==> config.mk <==
export PLATFORM = sky130hd
export DESIGN_NAME = uart_tx
export DESIGN_NICKNAME = d
export VERILOG_FILES = /design/src/rtl/uart_pkg.sv /design/src/rtl/uart_bit_timer.sv /design/src/rtl/uart_tx.sv
export SDC_FILE = /design/constraint.sdc
export NUM_CORES = 1
export LEC_CHECK = 0
export CORE_UTILIZATION = 27
export CTS_CLUSTER_DIAMETER = 200
export CTS_CLUSTER_SIZE = 16
export DETAILED_ROUTE_END_ITERATION = 16
export GPL_ROUTABILITY_DRIVEN = 0
export HOLD_SLACK_MARGIN = 0.1
export PLACE_DENSITY = 0.48
export SKIP_LAST_GASP = 1
export SLEW_MARGIN = 40
export SYNTH_ARGS = -nofsm -noshare
export SYNTH_HDL_FRONTEND = slang
export SYNTH_SLANG_ARGS = --single-unit
export TNS_END_PERCENT = 10
==> constraint.sdc <==
create_clock -name clk -period 4.1 [get_ports clk]
set_input_delay 0.82 -clock clk [delete_from_list [all_inputs] [get_ports clk]]
set_output_delay 0.82 -clock clk [all_outputs]
set_load 0.005 [all_outputs]
==> src/rtl/uart_pkg.sv <==
// uart_pkg: FSM encodings and timing math shared by the UART TX and RX.
// UART_TX_PARITY_EN adds the PARITY state to the transmitter encoding.
package uart_pkg;

   localparam int DATA_BITS = 8;

`ifdef UART_TX_PARITY_EN
   typedef enum logic [2:0] {
      ST_IDLE,
      ST_START,
      ST_DATA,
      ST_PARITY,
      ST_STOP
   } tx_state_t;
`else
   typedef enum logic [1:0] {
      ST_IDLE,
      ST_START,
      ST_DATA,
      ST_STOP
   } tx_state_t;
`endif

   function automatic int cycles_per_bit(
      input int clk_hz,
      input int bit_rate
   );
      return clk_hz / bit_rate;
   endfunction

   // Wide enough to hold the full bit period, not just its last index.
   function automatic int cnt_width(input int cpb);
      return $clog2(cpb + 1);
   endfunction

endpackage

==> src/rtl/uart_bit_timer.sv <==
// uart_bit_timer: counts one bit period while run is high, pulsing bit_done
// on its last cycle; the count restarts at every boundary and when idle.
module uart_bit_timer
   import uart_pkg::*;
#(
   parameter int CYCLES = 10
) (
   input  logic clk,
   input  logic resetn,
   input  logic run,
   output logic bit_done
);

   localparam int W = cnt_width(CYCLES);
   localparam logic [W-1:0] LAST = W'(CYCLES - 1);

   logic [W-1:0] cnt;

   assign bit_done = run && (cnt == LAST);

   always_ff @(posedge clk or negedge resetn) begin
      if (!resetn) begin
         cnt <= '0;
      end else if (!run || bit_done) begin
         cnt <= '0;
      end else begin
         cnt <= cnt + 1'b1;
      end
   end

endmodule

==> src/rtl/uart_tx.sv <==
// uart_tx: 8N1/8N2 UART transmitter with a registered TX pin.
// Define UART_TX_PARITY_EN to insert an even-parity bit before the stop bits.
module uart_tx
   import uart_pkg::*;
#(
   parameter int BIT_RATE  = 9600,
   parameter int CLK_HZ    = 100000000,
   parameter int STOP_BITS = 1
) (
   input  logic       clk,
   input  logic       resetn,
   output logic       uart_txd,
   input  logic       tx_en,
   input  logic [7:0] tx_data,
   output logic       tx_busy
);

   localparam int CPB = cycles_per_bit(CLK_HZ, BIT_RATE);
   localparam logic [2:0] LAST_DATA = 3'(DATA_BITS - 1);
   localparam logic [2:0] LAST_STOP = 3'(STOP_BITS - 1);

   tx_state_t  state, state_d;
   logic [7:0] shift, shift_d;
   logic [2:0] idx, idx_d;
   logic       txd_d;
   logic       run;
   logic       bit_done;
`ifdef UART_TX_PARITY_EN
   logic       par, par_d;
`endif

   assign run     = (state != ST_IDLE);
   assign tx_busy = run;

   uart_bit_timer #(
      .CYCLES(CPB)
   ) u_timer (
      .clk     (clk),
      .resetn  (resetn),
      .run     (run),
      .bit_done(bit_done)
   );

   // Outputs are computed for the next state so the pin itself is a flop.
   always_comb begin
      state_d = state;
      shift_d = shift;
      idx_d   = idx;
      txd_d   = uart_txd;
`ifdef UART_TX_PARITY_EN
      par_d   = par;
`endif
      unique case (state)
         ST_IDLE: begin
            txd_d = 1'b1;
            if (tx_en) begin
               state_d = ST_START;
               shift_d = tx_data;
               idx_d   = '0;
               txd_d   = 1'b0;
`ifdef UART_TX_PARITY_EN
               par_d   = ^tx_data;
`endif
            end
         end
         ST_START: begin
            if (bit_done) begin
               state_d = ST_DATA;
               txd_d   = shift[0];
            end
         end
         ST_DATA: begin
            if (bit_done) begin
               shift_d = {1'b0, shift[7:1]};
               if (idx == LAST_DATA) begin
                  idx_d = '0;
`ifdef UART_TX_PARITY_EN
                  state_d = ST_PARITY;
                  txd_d   = par;
`else
                  state_d = ST_STOP;
                  txd_d   = 1'b1;
`endif
               end else begin
                  idx_d = idx + 3'd1;
                  txd_d = shift[1];
               end
            end
         end
`ifdef UART_TX_PARITY_EN
         ST_PARITY: begin
            if (bit_done) begin
               state_d = ST_STOP;
               txd_d   = 1'b1;
            end
         end
`endif
         ST_STOP: begin
            txd_d = 1'b1;
            if (bit_done) begin
               if (idx == LAST_STOP) begin
                  state_d = ST_IDLE;
                  idx_d   = '0;
               end else begin
                  idx_d = idx + 3'd1;
               end
            end
         end
         default: begin
            state_d = ST_IDLE;
            txd_d   = 1'b1;
         end
      endcase
   end

   always_ff @(posedge clk or negedge resetn) begin
      if (!resetn) begin
         state    <= ST_IDLE;
         shift    <= '0;
         idx      <= '0;
         uart_txd <= 1'b1;
      end else begin
         state    <= state_d;
         shift    <= shift_d;
         idx      <= idx_d;
         uart_txd <= txd_d;
      end
   end

`ifdef UART_TX_PARITY_EN
   always_ff @(posedge clk or negedge resetn) begin
      if (!resetn) begin
         par <= 1'b0;
      end else begin
         par <= par_d;
      end
   end
`endif

endmodule

# After elaboration in Yosys (flattened, before gate mapping)
# Index checks and enable logic that the tools add are counted.
# totals
register_bits,28
# classes
eq_ne,11
add_sub_neg,2
n_mux,22
n_reduce_logical,12
# ops
op,count
$mux W8,2
$pmux W8 S2,1
$mux W3,5
$add A14 B1 Y14 const B,1
$eq A14 B14 Y1 const B,1
$mux W14,1
$mux W2,6
$pmux W3 S3,1
$pmux W2 S4,1
$ne A2 B1 Y1 const B,3
$ne A2 B2 Y1 const B,3
$reduce_and A6 Y1,1
$eq A2 B2 Y1 const B,2
$mux W1,4
$pmux W1 S4,1
$reduce_and A4 Y1,1
$reduce_bool A2 Y1,2
$add A3 B1 Y3 const B,1
$eq A3 B3 Y1 const B,1
$logic_not A3 Y1,1
$reduce_and A3 Y1,1
$reduce_bool A3 Y1,1
$eq A2 B1 Y1 const B,1
$logic_not A2 Y1,1
other kinds (4),4

# Logic depth before layout (Yosys ltp)
# Gate-level depths: netlist (run 1).
# logic_depth
word_depth,4
ltp_mapped,7
ltp_nobuf,6

# Hierarchy
# From an unflattened synthesis (run 1), not the netlist that was laid out.
# unflattened
hier_cells,157
area_unflattened_um2,1590.3
# by_module_without_submodules
mod,area_each_um2,seq_area_each_um2,n_inst,cells_per_inst
uart_tx,880.8,351.6,1,84
uart_bit_timer,709.4,350.3,1,73

# Least setup slack after synthesis (run 1)
# Ideal clock, no wire load.
# synth_timing
path_type,reg-to-reg
startpoint,reg state[0]
endpoint,reg state[1]
t_arrival_ns,1.788
path_buffers,0
stages_incl_launch_ff,6
setup_ns,0.125
period_less_slack_ns,1.913
path_slack_ns,2.187
path_cell_list,dfrtp_1 inv_1 ha_1 or3_1 a2111o_1 mux2_4
# synth_via
elab_chain_cells,4
word_cells_on_any_way,14
classes_between,eq/ne (9); mux (1); reduce/logical (4)
# synth_rtl
element,line_no,rtl
start: declaration,uart_tx.sv:22,"tx_state_t state, state_d;"
start signal: assignment,uart_tx.sv:123,state <= state_d;
$reduce_bool A2 Y1,uart_tx.sv:32,assign run = (state != ST_IDLE);
$logic_and A1 B1 Y1,uart_bit_timer.sv:19,assign bit_done = run && (cnt == LAST);
$ne A2 B1 Y1 (no line),--,
$reduce_and A6 Y1 (no line),--,
# Several ways; a longest one is shown, not always the timed one.
# A chain may end at the register's enable or synchronous reset.

# Final worst setup path (run 1)
# layout_timing
startpoint,reg state[0]
endpoint,out tx_busy
# layout_via
elab_chain_cells,1
# layout_rtl
element,line_no,rtl
$reduce_bool A2 Y1,uart_tx.sv:32,
end: declaration,uart_tx.sv:15,output logic tx_busy
# Every way passes these cells.

==> results.py, run 1 <==
metrics = {
    "yosys": {
        "syn_avg_cell_area_um2": 10.31,
        "synth_xor_area_frac": 0.05742,
        "synthAdderAreaFrac": 0.07383,
        "synth_top_family_by_area": "simple AND/OR/NAND/NOR gates",
        "ys_seq_area_frac": 0.4602,
        "netlist-cell-type-count": 34,
        "syn_area_mm2": 0.001525,
        "synth_compound_area_frac": 0.1140,
        "synth_simple_gate_area_frac": 0.2116,
        "yosysWarnings": 0,
        "syn_nets": 168,
        "syn_inst": 148,
        "ys_seq_elements": 28,
        "synthMuxAreaShare": 0.05004,
    },
    "cts": {
        "cts_max_level": 1,
        "cts_buffers": 3,
        "clk_pin_slew_ns": 0.10,
        "postCtsHoldBufs": 0,
        "cts_setup_buffers": 0,
        "cts_resized": 0,
        "clockBufferDepth": 2,
        "cts_sinks": 28,
        "cts_root_buf": "clkbuf_8",
        "insertion_delay_ns": 0.28,
        "cts_tree": "done",
    },
    "global_route": {
        "grt_pass1_wl_um": 5271,
        "grt_pass1_vias": 1101,
        "grt_max_degree": 29,
        "grt_usage": 0.1110,
        "antenna_found_initial": 0,
        "overflow": 0,
    },
    "outcome": {
        "outcome": "finished clean",
    },
    "finish": {
        "final-seq-area_um2": 701.9,
        "num-fill-cells": 574,
        "syn_to_final_growth_pct": 17.56,
        "n_antenna_cell": 0,
        "finalNonFillerCells": 235,
        "final_nets": 184,
        "drive_above_1_share": 0.1656,
        "fin_util": 0.3276,
        "multi_input_area_um2": 773.2,
    },
    "routing": {
        "drt_iter0_drc": 48,
        "drc": 0,
        "antenna_left": 0,
        "viasPerCell": 4.677,
        "wire_per_inst_um": 12.56,
        "drt-total-wl_um": 2952,
        "via_count": 1099,
        "dr.pass1.iters": 4,
    },
    "timing": {
        "max_freq_mhz": 411.5,
        "worst_pin_slew_ns": 0.5195,
        "hold_viol": 0,
        "drv_slew": 0,
        "min_period_ns": 2.430,
        "rsz0062_at_grt": "false",
        "finalSetupViolations": 0,
        "fin_crit_sh": 0.5927,
        "tns_ns": 0,
        "slew_headroom": 0.6513,
        "finClkSkew_ns": 0.005593,
    },
    "critical_path": {
        "crit_path_start_kind": "flip-flop",
        "critPathArrivalTime_ns": 1.61,
        "critPathRequiredTime_ns": 3.28,
        "endpoint_kind": "primary output",
        "critical_path_class": "flip-flop to primary output",
        "critPathMaxFanout": 4,
    },
    "pwr": {
        "ir_worst_vdd_mv": 0.1098,
        "powerDensity_mw_per_mm2": 260.1,
        "leakage_nw": 0.7369,
    },
    "flow_run": {
        "cap_violations": 0,
    },
    "die": {
        "dieWidth_um": 77.16,
        "die-area_mm2": 0.005954,
        "die_h_um": 77.16,
        "initial_core_util": 0.2787,
        "boundaryPins": 13,
        "core_mm2": 0.005473,
        "rows": 27,
    },
    "min_path": {
        "min_path_type": "flip-flop to flip-flop",
    },
    "place": {
        "portBuffers": 12,
        "dp_cells": 231,
        "dp_hpwl_um": 2198,
    },
}
[path summary, 6_finish.rpt]
| kind | endpoint | slack [ns] | cells past startpoint | from |
|---|---|---|---|---|
| min | u_timer.cnt[0]$_DFF_PN0_ | 0.52 | 1 | u_timer.cnt[0]$_DFF_PN0_ |
| max | tx_busy | 1.67 | 4 | state[0]$_DFFE_PN0P_ |
| max in group asynchronous | uart_txd$_DFFE_PN1P_ | 2.88 | 2 | resetn |
| max reg2reg | state[1]$_DFFE_PN0P_ | 2.03 | 6 | state[0]$_DFFE_PN0P_ |
| min reg2reg | u_timer.cnt[0]$_DFF_PN0_ | 0.52 | 1 | u_timer.cnt[0]$_DFF_PN0_ |
| min in group asynchronous | u_timer.cnt[8]$_DFF_PN0_ | 0.91 | 2 | resetn |
[per-layer routing]
metal,up-vias,part of all wire,GRT usage
met5,-,0,0
met4,0,0.016,0.05094
met3,4,0.031,0.02024
met2,14,0.45,0.1655
met1,531,0.50,0.1542
li1,550,-,-
[synthesized netlist by cell type]
| cell type | number | share of area |
|---|---|---|
| nor2_1 | 15 | 0.037 |
| a21boi_0 | 1 | 0.0049 |
| dfrtp_1 | 27 | 0.44 |
| a21oi_1 | 3 | 0.0098 |
| nor3b_1 | 1 | 0.0049 |
| o21ai_0 | 8 | 0.026 |
| o21ai_1 | 1 | 0.0033 |
| nand3_1 | 8 | 0.026 |
| o21a_1 | 1 | 0.0049 |
| o221a_2 | 7 | 0.052 |
| dfstp_2 | 1 | 0.017 |
| a2111oi_0 | 1 | 0.0057 |
| mux2i_1 | 5 | 0.033 |
| or3_1 | 3 | 0.012 |
| nand2_1 | 8 | 0.020 |
| or2_2 | 9 | 0.037 |
| nor3_1 | 4 | 0.013 |
| nor4b_4 | 1 | 0.016 |
| nor4_1 | 3 | 0.012 |
| xnor2_1 | 8 | 0.046 |
| nand3b_1 | 1 | 0.0049 |
| buf_2 | 1 | 0.0033 |
| ha_1 | 9 | 0.074 |
| mux2_2 | 1 | 0.0074 |
| xor2_1 | 2 | 0.011 |
| nand4_1 | 1 | 0.0041 |
| clkbuf_1 | 2 | 0.0049 |
| mux2_4 | 1 | 0.0098 |
| and3b_1 | 1 | 0.0057 |
| a2111o_1 | 1 | 0.0074 |
| inv_1 | 10 | 0.025 |
| nand4_2 | 1 | 0.0082 |
| nor2b_1 | 1 | 0.0041 |
| and4b_1 | 1 | 0.0066 |
[registers in the layout, indices dropped and copies added, names as in the netlist]
signal,flops
idx,3
shift,8
state,2
u_timer.cnt,14
uart_txd,1
[per-stage QoR]
step | hold slack (ns) | setup slack (ns) | total power [mW] | instance area [um^2]
after CTS | 0.5280 | 1.640 | 0.4782 | 1793
after global placement | 0.4952 | 1.858 | 0.2976 | 1738
final | 0.5151 | 1.670 | 0.4664 | 1793
after global routing | 0.5699 | 1.550 | 0.4876 | 1793
after floorplan | 0.4746 | 2.187 | 0.2815 | 1525
after detailed placement | 0.5130 | 1.807 | 0.2975 | 1738
[power by group]
group	total [mW]	internal, mW	switching (mW)	leakage, nW
combinational	0.0157	0.00891	0.00682	0.340
sequential	0.276	0.276	0	0.368
clock	0.175	0.0861	0.0886	0.0288
total	0.466	0.371	0.0954	0.737
[critical path, stage by stage, from the launching register on]
cell and delay, ns:
dfrtp_1 0.38, inv_1 0.09, ha_1 0.26, inv_1 0.09
clkdlybuf4s50_1 0.50
[kinds of logic after synthesis]
logic type	after synthesis
AO/OA/AOI/OAI	23
XOR/XNOR	10
adder cells (fa/ha/maj)	9
buffers and inverters	13
flip-flops	28
multiplexers	7
AND/OR/NAND/NOR	58
[layout make-up]
class,instances,share of cell area
clock buffer,4,0.03070
inverter,10,0.02094
multi-input combinational,107,0.4313
sequential,28,0.3915
tap,72,0.05024
timing repair buffer,14,0.07537
[cell usage in the layout (no fill, tap or decap), types with 2 or more instances in the layout]
cell,n
clkdlybuf4s50_1,12
clkbuf_8,4
or3_1,3
o21ai_1,2
xor2_1,2
o221a_2,7
nand2_1,8
ha_1,9
or2_2,9
buf_4,2
dfrtp_1,27
nor2_1,15
nor4_1,3
nor3_1,4
mux2i_1,5
xnor2_1,8
nand3_1,8
inv_1,10
a21oi_1,3
o21ai_0,7
No activity file was read; power rests on OpenSTA's default activity.
==> run 2, diff against run 1 <==
--- a/config.mk
+++ b/config.mk
@@ -11,7 +11,7 @@
 export DETAILED_ROUTE_END_ITERATION = 16
 export GPL_ROUTABILITY_DRIVEN = 0
 export HOLD_SLACK_MARGIN = 0.1
-export PLACE_DENSITY = 0.48
+export PLACE_DENSITY = 0.5
 export SKIP_LAST_GASP = 1
 export SLEW_MARGIN = 40
 export SYNTH_ARGS = -nofsm -noshare
==> constraint.sdc (replaced) <==
create_clock -name clk -period 2.2 [get_ports clk]
set_input_delay 0.44 -clock clk [delete_from_list [all_inputs] [get_ports clk]]
set_output_delay 0.44 -clock clk [all_outputs]
set_load 0.005 [all_outputs]
==> run 2 against run 1 <==
  * Combinational power grew 87%
  * Largest cell class unchanged
  * Final area grew 1.1%
  * Register-to-register slack got worse by 1.8 ns
  * Largest power group unchanged
  * Critical endpoint unchanged
  * Final cell count is 0.85% higher
  * Critical path depth did not move
  * Sequential share of layout area is 0.43 points lower
  * Clock skew rose by 0.0052 ns
  * Utilization grew 0.37 points
  * Die area unchanged
  * Flip-flop and latch count stayed put
  * Count of clock-buffer cells in the layout is the same
==> results.py, run 2 (same netlist as run 1, synthesis figures left out) <==
metrics = {
    "timing": {
        "finClkSkew_ns": 0.01076,
        "hold_viol": 0,
        "tns_ns": 0,
        "worst_pin_slew_ns": 0.5279,
        "drv_slew": 0,
        "rsz0062_at_grt": "false",
        "slew_headroom": 0.6457,
        "min_period_ns": 2.082,
        "layout_setup_ws_ns": 0.1179,
        "finalSetupViolations": 0,
        "fin_crit_sh": 0.9464,
        "timing.hold.ws_ns": 0.5229,
        "max_freq_mhz": 480.3,
    },
    "routing": {
        "viasPerCell": 4.772,
        "drt_iter0_drc": 83,
        "drt-total-wl_um": 3024,
        "drc": 0,
        "antenna_left": 0,
        "via_count": 1131,
        "dr.pass1.iters": 4,
        "wire_per_inst_um": 12.76,
    },
    "cts": {
        "insertion_delay_ns": 0.28,
        "clk_pin_slew_ns": 0.10,
        "postCtsHoldBufs": 0,
        "cts_max_level": 1,
        "clockBufferDepth": 2,
        "cts_resized": 0,
        "cts_sinks": 28,
        "cts_buffers": 3,
        "cts_root_buf": "clkbuf_8",
        "cts_setup_buffers": 0,
        "cts_tree": "done",
    },
    "global_route": {
        "grt_max_degree": 29,
        "grt_pass1_vias": 1211,
        "overflow": 0,
        "grt_pass1_wl_um": 5409,
        "antenna_found_initial": 0,
        "grt_usage": 0.1117,
    },
    "pwr": {
        "ir_worst_vdd_mv": 0.2315,
        "leakage_nw": 0.7518,
        "p_total_mw": 0.8613,
        "powerDensity_mw_per_mm2": 475.1,
    },
    "outcome": {
        "outcome": "finished clean",
    },
    "finish": {
        "syn_to_final_growth_pct": 18.87,
        "layout_commonest_cell": "dfrtp_1",
        "n_antenna_cell": 0,
        "finalInstanceArea_mm2": 0.001813,
        "drive_above_1_share": 0.1818,
        "regMostFlops": "u_timer.cnt",
        "largest_reg_flops": 14,
        "final_nets": 186,
        "fin_util": 0.3313,
        "reg_top3": "u_timer.cnt x14, shift x8, idx x3",
        "finalNonFillerCells": 237,
        "mostFrequentLayoutCells": "dfrtp_1 (27), nor2_1 (15), clkdlybuf4s50_1 (12)",
    },
    "die": {
        "core_mm2": 0.005473,
        "rows": 27,
        "die_h_um": 77.16,
        "dieWidth_um": 77.16,
        "die-area_mm2": 0.005954,
        "initial_core_util": 0.2787,
        "boundaryPins": 13,
    },
    "place": {
        "dpl_cell_area_mm2": 0.001753,
        "pre_cts_slack_ns": 0.1371,
        "dp_cells": 233,
        "portBuffers": 12,
        "dp_hpwl_um": 2302,
    },
    "min_path": {
        "min_path_type": "flip-flop to flip-flop",
    },
    "critical_path": {
        "critical_path_class": "flip-flop to primary output",
        "critPathArrivalTime_ns": 1.64,
        "critPathMaxFanout": 4,
        "crit_path_start_kind": "flip-flop",
        "endpoint_kind": "primary output",
        "critPathRequiredTime_ns": 1.76,
    },
    "flow_run": {
        "cap_violations": 0,
    },
}
==> run 2: cell types whose count changed in the layout (fill, tap and decap cells not counted), sizes merged <==
cell  before  now
buf        2    4
==> run 2: report_power, final <==
group / total [mW] / leakage [nW] / switching (mW) / internal [mW]
Clock: 0.318 / 0.0288 / 0.157 / 0.160
Combinational: 0.0293 / 0.355 / 0.0127 / 0.0166
Sequential: 0.514 / 0.368 / 0 / 0.514
==> run 2: critical path, cell delays in order (launching register included) <==
cell,delay [ns]
dfrtp_1,0.42
inv_1,0.10
ha_1,0.24
inv_1,0.10
clkdlybuf4s50_1,0.51
==> run 2: final timing paths <==
path / slack, ns / end / from / cells past startpoint
max reg2reg: 0.19 / state[1]$_DFFE_PN0P_ / state[1]$_DFFE_PN0P_ / 6
min reg2reg: 0.52 / u_timer.cnt[0]$_DFF_PN0_ / u_timer.cnt[0]$_DFF_PN0_ / 1
min in group asynchronous: 0.54 / shift[2]$_DFFE_PN0P_ / resetn / 2
max: 0.12 / tx_busy / state[1]$_DFFE_PN0P_ / 4
max in group asynchronous: 1.36 / uart_txd$_DFFE_PN1P_ / resetn / 2
min: 0.52 / u_timer.cnt[0]$_DFF_PN0_ / u_timer.cnt[0]$_DFF_PN0_ / 1
==> run 2: layout make-up <==
type | instances | area [um^2]
Tap cell | 72 | 90.09
Clock buffer | 4 | 55.05
Timing Repair Buffer | 16 | 150.1
Inverter | 10 | 37.54
Sequential cell | 28 | 701.9
Multi-Input combinational cell | 107 | 778.2
Fill cell | 570 | 3660
==> run 2: routing by layer <==
| metal | GRT usage | share of wire |
|---|---|---|
| met3 | 0.02738 | 0.027 |
| met2 | 0.1929 | 0.48 |
| met5 | 0 | 0 |
| met4 | 0.02264 | 0.0050 |
| met1 | 0.1401 | 0.49 |
==> run 3, diff against run 2 <==
--- a/config.mk
+++ b/config.mk
@@ -12,6 +12,7 @@
 export GPL_ROUTABILITY_DRIVEN = 0
 export HOLD_SLACK_MARGIN = 0.1
 export PLACE_DENSITY = 0.5
+export SKIP_CTS_REPAIR_TIMING = 1
 export SKIP_LAST_GASP = 1
 export SLEW_MARGIN = 40
 export SYNTH_ARGS = -nofsm -noshare
==> results of run 3 <==
The final DEF is identical to that of run 2; final timing and power are the same.
